[config.mk]
export PLATFORM = sky130hd
export DESIGN_NAME = inv_shift_rows_pipe
export DESIGN_NICKNAME = d
export VERILOG_FILES = /design/src/rtl/aes_pkg.sv /design/src/rtl/inv_shift_rows_comb.sv /design/src/rtl/inv_shift_rows_pipe.sv
export SDC_FILE = /design/constraint.sdc
export NUM_CORES = 1
export LEC_CHECK = 0
export CAP_MARGIN = 20
export CORE_ASPECT_RATIO = 0.6
export CORE_MARGIN = 3
export CORE_UTILIZATION = 30
export CTS_CLUSTER_SIZE = 20
export DETAILED_ROUTE_END_ITERATION = 16
export PLACE_DENSITY_LB_ADDON = 0.12
export SETUP_SLACK_MARGIN = 0.2
export SLEW_MARGIN = 20
export SYNTH_ARGS = -nofsm -noshare
export SYNTH_HDL_FRONTEND = slang
export SYNTH_SLANG_ARGS = --single-unit
[constraint.sdc]
create_clock -name clk -period 1.7 [get_ports clk]
set_input_delay 0.34 -clock clk [delete_from_list [all_inputs] [get_ports clk]]
set_output_delay 0.34 -clock clk [all_outputs]
set_load 0.02 [all_outputs]
[src/rtl/aes_pkg.sv]
// Shared AES definitions for the inverse-cipher datapath.
// State layout is column-major over a [0:127] vector:
//   byte(r,c) = bits [32c+8r +: 8], so byte 0 is the MSB-most byte.
package aes_pkg;

  localparam int AES_NB = 4;

  typedef logic [0:127] aes_state_t;

  // Bit offset of byte(r,c) inside an aes_state_t.
  function automatic int byte_off(input int r, input int c);
    return 32 * c + 8 * r;
  endfunction

endpackage

[src/rtl/inv_shift_rows_comb.sv]
// Purely combinational AES InvShiftRows byte permutation.
// Row r is rotated right by r columns: out byte(r,c) = in byte(r,(c-r) mod 4).
// Ports:
//   state    in  128  input state, [0:127] column-major bytes
//   shifted  out 128  permuted state, same layout
module inv_shift_rows_comb
  import aes_pkg::*;
(
  input  logic [0:127] state,
  output logic [0:127] shifted
);

  always_comb begin
    shifted = '0;
    for (int r = 0; r < 4; r++) begin
      for (int c = 0; c < AES_NB; c++) begin
        shifted[byte_off(r, c) +: 8] = state[byte_off(r, (c - r + AES_NB) % AES_NB) +: 8];
      end
    end
  end

endmodule

[src/rtl/inv_shift_rows_pipe.sv]
// Two-stage streaming InvShiftRows + AddRoundKey stage for the AES inverse cipher.
// S1 holds the permuted state (plus key and last); S2 holds state^key and last and
// drives the outputs straight from registers. Full throughput with valid/ready.
// Build option: define INV_SHIFT_ROWS_KEY_EN to XOR in the round key; without it the
// key register is dropped and in_key is ignored (timing/handshake unchanged).
// Ports:
//   clk, rst_n            clock, synchronous active-low reset
//   in_valid/in_ready     upstream handshake
//   in_state, in_key      128-bit state and round key, [0:127] column-major
//   in_last               final-round marker, travels with the data
//   out_valid/out_ready   downstream handshake
//   out_state, out_last   result and delayed marker
//   blk_cnt               count of accepted out_last beats, wraps mod 2**CNT_W
module inv_shift_rows_pipe
  import aes_pkg::*;
#(
  parameter int CNT_W = 8
) (
  input  logic             clk,
  input  logic             rst_n,
  input  logic             in_valid,
  output logic             in_ready,
  input  logic [0:127]     in_state,
  input  logic [0:127]     in_key,
  input  logic             in_last,
  output logic             out_valid,
  input  logic             out_ready,
  output logic [0:127]     out_state,
  output logic             out_last,
  output logic [CNT_W-1:0] blk_cnt
);

  // vld_pipe[1] = S1 full, vld_pipe[2] = S2 full
  logic [2:1]  vld_pipe;
  aes_state_t  shifted;
  aes_state_t  s1_state;
  aes_state_t  s2_state;
  aes_state_t  s1_mixed;
  logic        s1_last;
  logic        s2_last;
  logic        s1_adv;
  logic [CNT_W-1:0] cnt;

  inv_shift_rows_comb u_isr (
    .state   (in_state),
    .shifted (shifted)
  );

`ifdef INV_SHIFT_ROWS_KEY_EN
  aes_state_t s1_key;

  always_ff @(posedge clk) begin
    if (!rst_n)
      s1_key <= '0;
    else if (in_ready && in_valid)
      s1_key <= in_key;
  end

  assign s1_mixed = s1_state ^ s1_key;
`else
  logic key_unused;
  assign key_unused = ^in_key;
  assign s1_mixed   = s1_state;
`endif

  // S1 may move into S2 whenever S2 is empty or is being drained this cycle.
  assign s1_adv   = !vld_pipe[2] || out_ready;
  // Held low during reset so nothing is accepted into a stage that is being cleared.
  assign in_ready = rst_n && (!vld_pipe[1] || s1_adv);

  always_ff @(posedge clk) begin
    if (!rst_n) begin
      vld_pipe <= '0;
      s1_state <= '0;
      s1_last  <= 1'b0;
      s2_state <= '0;
      s2_last  <= 1'b0;
      cnt      <= '0;
    end else begin
      if (in_ready) begin
        vld_pipe[1] <= in_valid;
        if (in_valid) begin
          s1_state <= shifted;
          s1_last  <= in_last;
        end
      end
      if (s1_adv) begin
        vld_pipe[2] <= vld_pipe[1];
        // Data only loads on a real beat so out_state holds its value while empty.
        if (vld_pipe[1]) begin
          s2_state <= s1_mixed;
          s2_last  <= s1_last;
        end
      end
      if (vld_pipe[2] && out_ready && s2_last)
        cnt <= cnt + CNT_W'(1);
    end
  end

  assign out_valid = vld_pipe[2];
  assign out_state = s2_state;
  assign out_last  = s2_last;
  assign blk_cnt   = cnt;

endmodule

==> summary.md <==
| Metric | Value |
|---|---|
| TritonRoute pass-1 iters | `5` |
| Drt total wl | `34.11 mm` |
| H-Tree Depth | `1` |
| Grt total ovfl | `0` |
| Share of post-route cells with drive strength above 1 | `17.36%` |
| Sequential area share after synthesis | `51.88%` |
| R2r endpoint | `s1_mixed[3]$_SDFFE_PN0P_` |
| Largest net degree at the start of global routing | `140` |
| Drt wl/cell | `17.87 um` |
| Cells after synthesis | `1182` |
| Worst setup path end | `in_ready` |
| CTS Hold Bufs | `0` |
| Peak VDD IR | `695.1 uV` |
| R2r setup slk | `0.19 ns` |
| CTS tree | `yes` |
| Area leader, netlist | `dfxtp_1` |
| Top FF cell, synth | `dfxtp_1` |
| Clk root buf | `clkbuf_16` |
| Vias | `9002` |
| Clock share of power | `a little over two fifths` |
| Top-area cell type share of the netlist area | `51.88%` |
| Die X | `about 250 um` |
| Leak | `6.676 nW` |
| Clk buf depth | `3` |
| Area of the multi-input gates | `0.003956 mm^2` |
| Num Clock Sinks | `around 270` |
| Die Area | `0.03681 mm^2` |
| Row count | `51` |
| Slew @ Worst Pin | `approximately 0.84 ns` |
| Crit. End Element | `output pin` |
| Minimum clock period | `1.614 ns` |
| Total power | `14.80 mW` |
| Slowest CP cell | `dfxtp_2` |
| Async S/R FF share, synth | `0%` |
| Seq pwr share | `45.8%` |
| Syn_nets | `1444` |
| Final Hold Violating Endpoints | `0` |
| NetSw | `3.641 mW` |
| Final Cycle Share | `94.94%` |
| Tot GR Track Use | `17.50%` |
| DIE HEIGHT | `149.8 um` |
| Crit Path Category | `reg -> out` |
| Final HPWL from detailed placement | `20.41 mm` |
| Power per cell area | `1038 mW/mm^2` |
| Clock transition at path regs | `0.06 ns` |
| Synth warnings | `0` |
| Synth top cells by count | `dfxtp_1 (268), a21oi_1 (137), o21ai_0 (132)` |
| CTS buffer count | `28` |
| Fmax | `619.6 MHz` |
| Storage cell area | `roughly 0.0054 mm^2` |
| Switching share of power | `24.60%` |
| Initial drt markers | `436` |
| Synthesized area per cell | `8.749 um^2` |
| Fillers | `3379` |
| Yosys reg bits | `268` |
| Worst Reg-to-Reg Cells | `7` |
| Vias/cell | `4.716` |
| Slew HR | `between 40 and 50%` |
| EDFF count, synth | `0` |
| Syn-to-layout area delta | `37.82%` |
| Worst r2r src | `vld_pipe[2]$_SDFFE_PN0P_` |
| Clock skew | `0.02099 ns` |
| Crit. Startpoint | `vld_pipe[2]$_SDFFE_PN0P_` |
| NumNets Final | `1697` |
| IO buf count | `271` |
| Vias in the first global route | `8496` |
| Worst skew pair latency | `roughly 0.55 ns` |
| Mapped cell area | `0.01034 mm^2` |
| First-pass GRT wire length | `51.12 mm` |
| Worst path cell trace | `and2b_4, a21oi_2, buf_4` |
| Run status | `finished, final reports clean` |
| Unique masters post-synth | `24` |
| Cell-internal power | `around 11 mW` |
| Crit path DAT | `1.27 ns` |
| Slowest Stage Delay on Critical Path | `0.32 ns` |
| RSZ-0062 raised after global routing | `true` |
| Drc violations | `0` |
| Max-Cap Viols | `0` |
| Initial antenna violation count | `5` |
| Ports | `400` |
| Antenna Nets Post-Route | `0` |
| Top-count cell post-synth | `dfxtp_1` |
| Hold Path Class | `in -> reg` |
| Final number of setup-violating endpoints | `0` |
| Initial Util | `31.17%` |
| Gp weighted congestion | `~0.74` |
| Final hold slack | `between 0.3 and 0.4 ns` |
| CP Max Fanout | `2` |
| Top cells by area, synth | `dfxtp_1 (52%), mux2i_1 (13%), a21oi_1 (6.6%), o21ai_0 (6.4%), nand3_1 (6.3%)` |
| Crit start category | `register` |
| Core area | `0.03318 mm^2` |
| Pins Over Slew Limit | `0` |
| Combinational Power Share | `11.1%` |
| CP required | `1.36 ns` |
stage by stage:
step	cells	worst slack [ns]	setup TNS, ns	area [um^2]	util [%]
global placement	1841	-0.4110	-67.08	13600	40.97
CTS	1893	0.03783	0	13900	41.89
detailed placement	1841	-0.3776	-64.07	13600	40.97
finish	1909	0.08596	0	14250	42.95
global route	1909	0.01499	0	14250	42.95
floorplan	1182	0.2135	0	10340	-
cell type report:
type                    instances  area share (%)
flip-flops and latches        268           37.75
inverters                     131           3.485
clock buffers                  46           6.321
well taps                     450           3.950
clock inverters                 6          0.4565
multi-input cells             681           27.76
diodes                          2         0.03512
repair buffers                325           20.24
layer usage:
metal / global-route usage (%) / vias up / routed length, um
li1: - / 4441 / -
met1: 25.27 / 4358 / 16340
met2: 26.84 / 153 / 15520
met3: 3.779 / 44 / 1657
met4: 3.626 / 6 / 548
met5: 0 / - / 41
placed cells by master (no fill, tap or decap), drive strengths merged:
cell type      synthesis  routed
mux2i                130     130
clkdlybuf4s50          0     131
clkinv                 1       4
and2b                  1       1
o21ai                132     132
diode                  0       2
nand3                131     131
o31ai                  2       2
nand2b                 1       1
or4                    2       2
bufinv                 0       1
o211ai                 1       1
nand4                  3       3
clkinvlp               0       1
inv                  130     131
ha                     1       1
xor2                   2       2
a21oi                137     137
nand2                131     131
nor2                   4       4
buf                   23     184
or3                    3       3
clkbuf                79      56
dfxtp                268     268
power by group through the flow:
| stage | logic, mW | clock network (mW) | registers, mW |
|---|---|---|---|
| 2_1_floorplan | 0.737 | 0 | 7.00 |
| 3_3_place_gp | 1.63 | 0 | 6.92 |
| 3_5_place_dp | 1.64 | 0 | 6.92 |
| 4_1_cts | 1.56 | 6.60 | 6.78 |
| 5_1_grt | 1.78 | 6.85 | 6.82 |
| 6_report | 1.64 | 6.38 | 6.78 |
how the worst min path moves through the flow:
stage                              startpoint                          to  cells past startpoint
floorplan                s1_last$_SDFFE_PN0P_        s1_last$_SDFFE_PN0P_                      2
global placement    s1_mixed[37]$_SDFFE_PN0P_   s1_mixed[37]$_SDFFE_PN0P_                      2
detailed placement  s1_mixed[77]$_SDFFE_PN0P_   s1_mixed[77]$_SDFFE_PN0P_                      2
CTS                                     rst_n  s1_mixed[120]$_SDFFE_PN0P_                      4
global route                            rst_n  s1_mixed[120]$_SDFFE_PN0P_                      4
finish                                  rst_n  s1_mixed[120]$_SDFFE_PN0P_                      4
repair_timing:
item                       in CTS  in global routing
pin swaps                       1                  0
cloned                          0                  9
buffers inserted                0                  5
setup endpoints to repair     156                 78
gates resized for setup       581                 22
flip-flops by register name, indices dropped and copies added, names as in the netlist:
| signal | cells |
|---|---|
| blk_cnt | 8 |
| out_last | 1 |
| out_state | 128 |
| s1_last | 1 |
| s1_mixed | 128 |
| vld_pipe | 2 |
worst max-delay path: cells and delay by family, from the launching register on:
kind,cells,cell delay (ns)
buffers and inverters,1,0.14
DFF,1,0.32
and+or+nand+nor,1,0.16
AOI/OAI and AO/OA,1,0.10
kinds of logic after synthesis:
| group | after synthesis | share of synthesized area [%] |
|---|---|---|
| xor gates and xnor gates | 2 | 0.1694 |
| muxes | 130 | 12.58 |
| buffers and inverters | 233 | 9.994 |
| adders and majority gates | 1 | 0.1210 |
| and+or+nand+nor | 276 | 11.88 |
| AOI/OAI and AO/OA | 272 | 13.37 |
| DFF | 268 | 51.88 |
Note: power is estimated with default switching activity, not from simulation.
